[src/rtl/golden_nonce_uart_tx.sv]
// Queues golden nonces in a small FIFO and sends each one as a 5-byte 8N1 UART frame.
// The frame is the marker byte 0x47 followed by the nonce, most significant byte first.
module golden_nonce_uart_tx #(
    parameter int BAUD_DIV  = 434,
    parameter int FIFO_LOG2 = 3
) (
    input  logic                 hash_clk,
    input  logic                 reset,
    input  logic                 nonce_valid,
    input  logic [31:0]          nonce_in,
    output logic                 uart_tx,
    output logic                 busy,
    output logic                 overflow,
    output logic [FIFO_LOG2:0]   fifo_count
);

    localparam int                 DEPTH     = 1 << FIFO_LOG2;
    localparam logic [FIFO_LOG2:0] DEPTH_CNT = (FIFO_LOG2 + 1)'(DEPTH);
    localparam logic [15:0]        BAUD_LOAD = 16'(BAUD_DIV - 1);

    typedef enum logic [1:0] {IDLE, START, DATA, STOP} state_t;

    state_t               state_reg;
    logic [31:0]          fifo_mem [DEPTH];
    logic [FIFO_LOG2-1:0] wr_ptr_reg;
    logic [FIFO_LOG2-1:0] rd_ptr_reg;
    logic [FIFO_LOG2:0]   count_reg;
    logic                 overflow_reg;
    logic [39:0]          frame_reg;
    logic [15:0]          baud_cnt_reg;
    logic [2:0]           byte_idx_reg;
    logic [2:0]           bit_idx_reg;
    logic                 tx_reg;

    logic       fifo_full;
    logic       fifo_empty;
    logic       pop;
    logic       push;
    logic       baud_tick;
    logic [7:0] cur_byte;

    assign fifo_full  = (count_reg == DEPTH_CNT);
    assign fifo_empty = (count_reg == '0);
    assign pop        = (state_reg == IDLE) && !fifo_empty;
    // A pop on the same edge frees a slot, so a push into a full FIFO is still accepted.
    assign push       = nonce_valid && !reset && (!fifo_full || pop);
    assign baud_tick  = (baud_cnt_reg == '0);
    assign cur_byte   = frame_reg[39:32];

    always_ff @(posedge hash_clk) begin
        if (push) begin
            fifo_mem[wr_ptr_reg] <= nonce_in;
        end
    end

    always_ff @(posedge hash_clk or posedge reset) begin
        if (reset) begin
            wr_ptr_reg   <= '0;
            rd_ptr_reg   <= '0;
            count_reg    <= '0;
            overflow_reg <= 1'b0;
        end else begin
            if (push) begin
                wr_ptr_reg <= wr_ptr_reg + 1'b1;
            end
            if (pop) begin
                rd_ptr_reg <= rd_ptr_reg + 1'b1;
            end
            if (push && !pop) begin
                count_reg <= count_reg + 1'b1;
            end else if (pop && !push) begin
                count_reg <= count_reg - 1'b1;
            end
            if (nonce_valid && !push) begin
                overflow_reg <= 1'b1;
            end
        end
    end

    // Each state lasts a whole number of baud periods; the counter reloads on every bit boundary.
    always_ff @(posedge hash_clk or posedge reset) begin
        if (reset) begin
            state_reg    <= IDLE;
            frame_reg    <= '0;
            baud_cnt_reg <= '0;
            byte_idx_reg <= '0;
            bit_idx_reg  <= '0;
            tx_reg       <= 1'b1;
        end else begin
            case (state_reg)
                IDLE: begin
                    tx_reg <= 1'b1;
                    if (pop) begin
                        frame_reg    <= {8'h47, fifo_mem[rd_ptr_reg]};
                        byte_idx_reg <= '0;
                        bit_idx_reg  <= '0;
                        baud_cnt_reg <= BAUD_LOAD;
                        tx_reg       <= 1'b0;
                        state_reg    <= START;
                    end
                end
                START: begin
                    if (baud_tick) begin
                        baud_cnt_reg <= BAUD_LOAD;
                        bit_idx_reg  <= '0;
                        tx_reg       <= cur_byte[0];
                        state_reg    <= DATA;
                    end else begin
                        baud_cnt_reg <= baud_cnt_reg - 1'b1;
                    end
                end
                DATA: begin
                    if (baud_tick) begin
                        baud_cnt_reg <= BAUD_LOAD;
                        if (bit_idx_reg == 3'd7) begin
                            tx_reg    <= 1'b1;
                            state_reg <= STOP;
                        end else begin
                            bit_idx_reg <= bit_idx_reg + 1'b1;
                            tx_reg      <= cur_byte[bit_idx_reg + 3'd1];
                        end
                    end else begin
                        baud_cnt_reg <= baud_cnt_reg - 1'b1;
                    end
                end
                STOP: begin
                    if (baud_tick) begin
                        baud_cnt_reg <= BAUD_LOAD;
                        if (byte_idx_reg < 3'd4) begin
                            byte_idx_reg <= byte_idx_reg + 1'b1;
                            frame_reg    <= {frame_reg[31:0], 8'h00};
                            tx_reg       <= 1'b0;
                            state_reg    <= START;
                        end else begin
                            tx_reg    <= 1'b1;
                            state_reg <= IDLE;
                        end
                    end else begin
                        baud_cnt_reg <= baud_cnt_reg - 1'b1;
                    end
                end
                default: begin
                    tx_reg    <= 1'b1;
                    state_reg <= IDLE;
                end
            endcase
        end
    end

    assign uart_tx    = tx_reg;
    assign overflow   = overflow_reg;
    assign fifo_count = count_reg;
    assign busy       = (state_reg != IDLE) || (count_reg != '0);

endmodule

[config.mk]
export PLATFORM = sky130hd
export DESIGN_NAME = golden_nonce_uart_tx
export DESIGN_NICKNAME = d
export VERILOG_FILES = /design/src/rtl/golden_nonce_uart_tx.sv
export SDC_FILE = /design/constraint.sdc
export NUM_CORES = 1
export LEC_CHECK = 0
export CORE_ASPECT_RATIO = 0.8
export CORE_MARGIN = 3
export CORE_UTILIZATION = 54
export CTS_BUF_LIST = sky130_fd_sc_hd__clkbuf_16
export DETAILED_ROUTE_END_ITERATION = 8
export PLACE_DENSITY = 0.71
export SETUP_SLACK_MARGIN = 0.05
export SLEW_MARGIN = 20
export SYNTH_ARGS = -nofsm -noshare
export SYNTH_HDL_FRONTEND = slang
export SYNTH_SLANG_ARGS = --single-unit
[constraint.sdc]
create_clock -name hash_clk -period 5.4 [get_ports hash_clk]
set_input_delay 1.08 -clock hash_clk [delete_from_list [all_inputs] [get_ports hash_clk]]
set_output_delay 1.08 -clock hash_clk [all_outputs]
set_load 0.05 [all_outputs]
==> After elaboration in Yosys (flattened, before gate mapping) <==
Memories as Yosys holds them, arrays and structs flattened.
Index checks and enable logic that the tools add are counted.
{ "word_totals": {"ff_bits": 76, "mem_bits_rw": 256, "in_bits": 35, "output_inout_bits": 7, "elab_cells": 93, "mem_count": 1} }
{ "op_classes": {"n_addsub": 7, "n_lt_le_gt_ge": 2, "n_eq_ne": 12, "muxes": 35, "reduce_logical": 26} }
{ "memory_table": {"columns": ["name", "words", "word_bits", "rd", "rd_ports_with_merged_regs", "write_ports", "line", "text"], "rows": [
  ["fifo_mem", 8, 32, 1, 0, 1, "24", "logic [31:0] fifo_mem [DEPTH];"]
]} }
{ "ops": {"columns": ["operator", "count"], "rows": [
  ["$mux 40", 3],
  ["$pmux 40 s2", 1],
  ["$mux 16", 2],
  ["$pmux 16 s2", 1],
  ["$mux 3", 6],
  ["$logic_not 16->1", 1],
  ["$sub 16x1->16 const B", 1],
  ["$ne 2x2->1 const B", 7],
  ["$add 3x1->3 const B", 4],
  ["$mux 1", 10],
  ["$mux 2", 5],
  ["$reduce_and 5->1", 2],
  ["$pmux 3 s3", 1],
  ["$mux 4", 2],
  ["$pmux 2 s4", 1],
  ["$logic_and 1x1->1", 6],
  ["$pmux 3 s2", 1],
  ["$reduce_bool 2->1", 3],
  ["$logic_not 1->1", 5],
  ["$add 4x1->4 const B", 1],
  ["$eq 2x2->1 const B", 2],
  ["$eq 4x4->1 const B", 1],
  ["$logic_not 4->1", 1],
  ["$lt 3x4->1 const B", 1],
  ["other kinds (13)", 14]
]} }

==> Depth between registers and ports, before layout <==
Gate-level depths: netlist of run 1.
{ "depth": {"word_depth": 9, "mapped_depth": 13, "depth_no_buf": 12} }

==> Worst setup path after synthesis of run 1 <==
OpenSTA, ideal clock, no wires.
{ "synth_timing": {"kind": "input-to-reg", "startpoint": "input nonce_valid", "endpoint": "memory fifo_mem[6][0], enable pin", "setup_time_ps": 468, "arrival_ps": 4183, "required_ps": 4932, "path_slack_ps": 749, "stages": 4, "path_buffers": 0, "cell_sequence": "inv_1 a311oi_2 nand2_1 nor3b_1"} }
{ "synth_via": {"elab_chain_len": 4} }
{ "synth_lines": {"columns": ["item", "line", "text"], "rows": [
  ["start, declared", "9", "input logic nonce_valid,"],
  ["$logic_and 1x1->1 (2 in series)", "46", "assign push = nonce_valid && !reset && (!fifo_full || pop);"],
  ["via push", "38", "logic push;"],
  ["$mux 1", "51", "if (push) begin"],
  ["$mux 1 (implied by the code)", "52", "fifo_mem[wr_ptr_reg] <= nonce_in;"],
  ["end, declared", "24", null]
]} }
The timed path passes the listed nets, and every way through them passes these cells.

==> Final worst setup path of run 1 <==
{ "layout_timing": {"startpoint": "register state_reg[0]", "endpoint": "output busy"} }
{ "layout_via": {"elab_chain_len": 2} }
{ "layout_lines": {"columns": ["item", "line", "text"], "rows": [
  ["start, declared", "23", "state_t state_reg;"],
  ["start signal, assigned", "83", "state_reg <= IDLE;"],
  ["start signal, assigned", "99", "state_reg <= START;"],
  ["start signal, assigned", "107", "state_reg <= DATA;"],
  ["$reduce_bool 2->1", "153", "assign busy = (state_reg != IDLE) || (count_reg != '0);"],
  ["$logic_or 1x1->1", "153", null],
  ["end, declared", "12", "output logic busy,"]
]} }
Every way passes these cells.

==> results.md, run 1 <==
* Outcome: finished clean
* Fillers at 1614
* Post-DP HPWL at approximately 16000 µm
* Critical path arrival at slightly below 3000 ps
* Post-CTS Resized at 0
* Starting density of the core at 56.2%
* Post-route DRC at 0
* Die footprint at about 27000 µm²
* Core region area at around 24000 µm²
* Diodes inserted at 0
* Worst-Margin Slew at a little under 900 ps
* Drt initial violations at between 800 and 900
* CTS tree: done
* Postcts setup bufs at 0
* Largest stage delay on the critical path at 890 ps
* Async S/R FF share, synth at ~23%
* Fmax at around 250 MHz
* Reg2reg path depth at 12
* Crit-path max FO at 14
* Met3 Use GR at 3.69%
* FF/Latch Area at roughly 9600 µm²
* Setup WS post-layout at about 1400 ps
* Setup-failing EPs final at 0
* WS Path Type: reg -> out
* H-Tree Depth at 2
* Final Skew at 18.8 ps
* PortBufs at between 40 and 50
* Clk slew on worst S/H paths at about 60 ps
* Vias per Instance at 6.22
* Total GRT Usage at 20.4%
* Antenna violations before repair at 0
* Footprint of the multi-input gates at 3660 µm²
* Crit path top cell by count: inv_1
* Tmin final at 3990 ps
* Routing usage on met2 at between 30% and 40%
* Worst-Skew Late Latency at approximately 500 ps
* Slew headroom at a little over two fifths
* Area Growth Syn to Fin at 14.1%
* Post-synth EDFFs at between 200 and 300
* Drt first pass iters at 5
* Mapped Nets at between 700 and 800
* Synthesized instance count at 734
* Flop pwr share at between 40% and 50%
* Worst Path Required at between 4000 and 5000 ps
* # hold bufs at CTS at 0
* Net Sw Frac at between 30% and 40%
* Longest Clk Path Bufs at 3
* Max stage delay cell, worst path: clkdlybuf4s50_1
* Final hold viol count at 0
* Internal power at 5550 µW
* Worst hold path stage count at 1
* GR Util met1 at a little under a third
* Worst setup EP type: primary output
* Number of max-cap violations at 0
* RePlAce Congestion at between 0.8 and 0.9
* Net Sw Power at ~2500 µW
* Startpoint types: flop
* DR vias at 7000
* RSZ-0062 raised after global routing: no
* Antenna viol nets, final at 0
* Critical path, cell by cell: inv_1 -> ha_1 -> and2_1 -> inv_1 -> clkdlybuf4s50_1
* Main synth FF type: edfxtp_1
* Die Wd at about 180 µm
* Number of global-route vias before repair at roughly 7400
* Routed length per instance at 23.7 µm
* Slew Limit Fails at 0
* Mean post-synth cell area at 18.3 µm²
* Mapped Area at 13400 µm²
* First-pass GRT wire length at roughly 42000 µm
* Yosys reg bits at between 300 and 400
* Pre-CTS setup slack at ~1500 ps
* Final TNS setup at 0 ps
* Die H at between 100 and 150 µm
* Clock power frac at about 28%
* Pleak at 0.00527 µW
* Worst Hold Class: reg -> reg
* TritonCTS buffer count at 34
* Period utilization at roughly 74%
* Clock root cell: clkbuf_16
* Clk sinks at ~330
* Worst IR Drop VDD at ~310 µV
* GR peak layer: met2
* Max reg flops at about 260
* Total gr overflow at 0
* # rows at 50
* Power density over the cells at about 530 nW/µm²
* Post-synth cell types at 63
* Gate power share at between 20 and 30%
* Final WL at about 27000 µm
* Largest net degree at the start of global routing at 50
* Synth warnings at 0
* Share of layout cells above drive strength 1 at between 20% and 30%
* Nets at 840
* Sequential cell area fraction in the yosys report at a little under three quarters
* I/O pins at 42
[power by group through the flow]
| stage | logic (µW) | clock network, µW | registers [µW] |
|---|---|---|---|
| 2_1_floorplan | 1820 | 0 | 3390 |
| 3_3_place_gp | 2290 | 0 | 3480 |
| 3_5_place_dp | 2350 | 0 | 3510 |
| 4_1_cts | 2360 | 2310 | 3460 |
| 5_1_grt | 2560 | 2420 | 3500 |
| 6_report | 2350 | 2270 | 3460 |
[cells by family (layout without fill, tap and decap cells)]
| logic type | Yosys count | after routing | share of synthesized area, % |
|---|---|---|---|
| AND/OR/NAND/NOR | 103 | 103 | 4.35 |
| buffers and inverters | 49 | 129 | 1.82 |
| AO/OA/AOI/OAI | 123 | 123 | 6.49 |
| adder cells (fa/ha/maj) | 15 | 15 | 1.45 |
| multiplexers | 104 | 104 | 14.0 |
| XOR/XNOR | 8 | 8 | 0.521 |
| flip-flops | 332 | 332 | 71.4 |
[layer usage]
layer  up-vias  part of all wire [%]
li1       3073                     -
met1      3689                    45
met2       198                    48
met3        40                   6.2
met4         0                   1.7
met5         -                     0
[Yosys cell counts (all sizes together) (4+ instances only)]
library cell  instances  area share (%)
nand2                38             1.1
nor3                  6            0.22
nand3                 5            0.19
ha                   14             1.3
nor3b                 5            0.32
o22a                  4            0.30
buf                  26             1.2
inv                  12            0.34
mux2                 14             1.2
o31ai                 5            0.28
nor2                 27            0.81
xnor2                 5            0.33
mux2i                24             1.8
nor4                  5            0.73
clkbuf               11            0.31
a221o                 7            0.52
mux4                 66              11
a22o                  5            0.33
o21ai                31             1.2
o22ai                20            0.93
a21oi                22            0.82
o221a                10            0.84
dfrtp                75              14
edfxtp              256              57
[metrics by stage]
step	hold WS [ps]	std cells	util, %	area (µm²)	power (µW)
global placement	469	1064	59.4	14200	5770
CTS	492	1124	64.0	15300	8140
global route	502	1126	64.2	15300	8490
floorplan	451	734	-	13400	5200
finish	486	1126	64.2	15300	8070
detailed placement	476	1064	59.4	14200	5860
[critical path, delay by kind of cell, from the launching register on]
family	cells	cell delay [ps]
buffers and inverters	3	1340
adders and majority gates	1	360
DFF	1	420
and+or+nand+nor	1	290
[placed cells by master (no fill, tap or decap), drive strengths merged, types with 10 or more instances in the layout]
cell type	count
mux4	66
clkbuf	35
clkinv	11
o22ai	20
o221a	10
nor2	27
buf	16
mux2i	24
mux2	14
edfxtp	256
dfrtp	75
o21ai	31
a21oi	22
inv	21
ha	14
nand2	38
clkdlybuf4s50	41
[worst paths after layout]
kind                                    from             to  slack [ps]
worst max-delay path            state_reg[0]           busy        1410
worst min-delay path                overflow       overflow         490
worst max register to register  state_reg[0]  fifo_count[3]        2150
worst min register to register      overflow       overflow         490
max in group asynchronous              reset  frame_reg[26]        3410
min in group asynchronous              reset   frame_reg[4]        1120
[layout make-up]
type | count | area share [%]
tap | 312 | 2.54
clock inverter | 25 | 1.38
multi-input combinational | 353 | 23.8
sequential | 332 | 62.6
clock buffer | 35 | 5.71
inverter | 12 | 0.302
timing repair buffer | 57 | 3.67
Power figures use the tool's default switching activity.
==> run 2: changes to the inputs <==
==> constraint.sdc (replaced) <==
create_clock -name hash_clk -period 4.16 [get_ports hash_clk]
set_input_delay 0.832 -clock hash_clk [delete_from_list [all_inputs] [get_ports hash_clk]]
set_output_delay 0.832 -clock hash_clk [all_outputs]
set_load 0.05 [all_outputs]
==> run 2 against run 1 <==
Against the previous run:
- clock power increased by 21%
- first-iteration DRC count decreased by 19%
- count of clock-buffer cells in the layout shrank 4
- clock skew shrank 8.9 ps
- register-to-register slack lost 1300 ps
- die area is the same
- cell count decreased by 0.27%
- utilization decreased by 0.29 points
- wire length shrank 2.7%
==> results.md, run 2 (same netlist as run 1, synthesis figures left out) <==
* Worst-Margin Slew at 964 ps (+89.7 ps)
* # hold bufs at CTS at 0 (unchanged)
* TritonCTS buffer count at 31 (-8.8%)
* Worst setup EP type: primary output
* Fillers at 1603 (-0.68%)
* Critical path arrival at 2930 ps (+20 ps)
* Post-route DRC at 0 (unchanged)
* # rows at 50 (unchanged)
* Most common cell after layout, fill and taps aside: edfxtp_1
* Crit-path max FO at 14 (unchanged)
* Fmax at approximately 270 MHz
* Postcts setup bufs at 0 (unchanged)
* Area Growth Syn to Fin at 13.6%
* Total gr overflow at 0 (unchanged)
* Die Wd at 182 µm (unchanged)
* Hold Startpoint: wr_ptr_reg[2]
* RePlAce Congestion at 0.749 (-10%)
* Cell area after placement at 14300 µm² (+0.48%)
* Reg-to-reg startpoint: state_reg[0]
* Startpoint types: flop
* Antenna viol nets, final at 0 (unchanged)
* Final TNS setup at 0 ps (unchanged)
* Worst IR Drop VDD at 394 µV (+27%)
* Worst Hold End: wr_ptr_reg[2]
* Total power at 10300 µW (+28%)
* Tmin final at between 3000 and 4000 ps
* Die footprint at 26800 µm² (unchanged)
* Vias per Instance at 6.15 (-1.1%)
* Core region area at 23900 µm² (unchanged)
* Max stage delay cell, worst path: clkdlybuf4s50_1
* RSZ-0062 raised after global routing: no
* Drt first pass iters at 5 (unchanged)
* Critical path, cell by cell: inv_1 -> ha_1 -> and2_1 -> inv_1 -> clkdlybuf4s50_1
* Outcome: finished clean
* Share of layout cells above drive strength 1 at 23.1% (-0.038 points)
* Post-route cell area at 15300 µm² (-0.45%)
* H-Tree Depth at 1 (-1)
* Number of max-cap violations at 0 (unchanged)
* Routed length per instance at 23.1 µm (-2.4%)
* Max reg flops at 256 (unchanged)
* Starting density of the core at 56.2% (unchanged)
* Worst hold path stage count at 1 (unchanged)
* Number of global-route vias before repair at 7124 (-4.0%)
* Die H at 147 µm (unchanged)
* Largest net degree at the start of global routing at 52 (+4.0%)
* Longest Clk Path Bufs at 3 (unchanged)
* Period utilization at 90.4%
* Largest stage delay on the critical path at 880 ps (about the same)
* Final hold viol count at 0 (unchanged)
* Setup-failing EPs final at 0 (unchanged)
* Diodes inserted at 0 (unchanged)
* Pleak at 0.00522 µW (-0.90%)
* Hold slack final at 493 ps (+6.81 ps)
* Total GRT Usage at 19.8% (-0.56 points)
* Post-DP HPWL at 15700 µm (-4.1%)
* Drt initial violations at 668 (-19%)
* PortBufs at 41 (unchanged)
* Clk sinks at 332 (unchanged)
* Final Skew at 9.87 ps (-8.91 ps)
* Nets at 837 (-0.36%)
* Crit path top cell by count: inv_1
* Worst reg2reg path endpoint: fifo_mem[1][17]
* First-pass GRT wire length at 41300 µm (-2.7%)
* Slew Limit Fails at 0 (unchanged)
* WS Path Type: reg -> out
* I/O pins at 42 (unchanged)
* Worst Path Required at 3330 ps (-990 ps)
* Clk slew on worst S/H paths at 60 ps (about the same)
* Worst-Skew Late Latency at 570 ps (+60 ps)
* Reg2reg path depth at 7 (-5)
* CTS tree: done
* Post-CTS Resized at 0 (unchanged)
* Antenna violations before repair at 0 (unchanged)
* Power density over the cells at 675 nW/µm² (+28%)
* Worst Hold Class: reg -> reg
* Commonest cells after routing, fill and taps aside: edfxtp_1, dfrtp_1, mux4_2
* Slew headroom at 35.7% (-5.9 points)
* DR vias at 6906 (-1.3%)
* Clock root cell: clkbuf_16
* Final WL at 26000 µm (-2.7%)
* Setup slack, reg-to-reg at 900 ps (-1250 ps)
## run 2: cell types whose count changed in the layout (fill, tap and decap cells not counted), moves of 2 or more
cell / change
clkbuf_16: -4
nor3b_2: -4
nor3b_4: +4
clkinvlp_4: +3
inv_1: -3
nor3_2: -2
nor3_4: +2
## run 2: final cells by class
class / instances / area, µm² / area share (%)
clock buffers: 31 / 776 / 5.08
clock inverters: 26 / 223 / 1.46
inverters: 12 / 46.3 / 0.303
multi-input cells: 353 / 3700 / 24.2
flip-flops and latches: 332 / 9600 / 62.8
well taps: 312 / 390 / 2.56
repair buffers: 57 / 543 / 3.56
## run 2: through the flow
step / std cells / setup slack [ps] / util [%]
2_1_floorplan: 734 / 738 / -
3_3_place_gp: 1066 / 801 / 59.7
5_1_grt: 1123 / 224 / 63.9
6_report: 1123 / 400 / 63.9
3_5_place_dp: 1066 / 657 / 59.7
4_1_cts: 1123 / 407 / 63.9
## run 2: layer usage
layer  routed length [µm]  track usage, %
met2                12600            31.5
met4                  574            4.53
met5                    0               0
met1                11600            29.4
met3                 1250            3.32
## run 2: worst max path at each step
stage	start	endpoint	slack, ps	cells past startpoint
4_1_cts	state_reg[0]	busy	410	5
5_1_grt	state_reg[1]	busy	220	5
6_report	state_reg[0]	busy	400	5
3_5_place_dp	nonce_valid	fifo_mem[6][17]	660	6
3_3_place_gp	nonce_valid	fifo_mem[5][14]	800	6
2_1_floorplan	state_reg[0]	fifo_mem[7][0]	740	7
## run 2: report_power, final
part | total (µW) | switching, µW | internal, µW
Sequential | 4600 | 548 | 4050
Combinational | 2960 | 1520 | 1440
Clock | 2750 | 1200 | 1550
Total | 10300 | 3270 | 7040
## run 2: worst max-delay path, delay by kind of cell, from the launching register on
family / cells / cell delay (ps)
and+or+nand+nor: 1 / 290
adders and majority gates: 1 / 360
buffers and inverters: 3 / 1290
DFF: 1 / 420
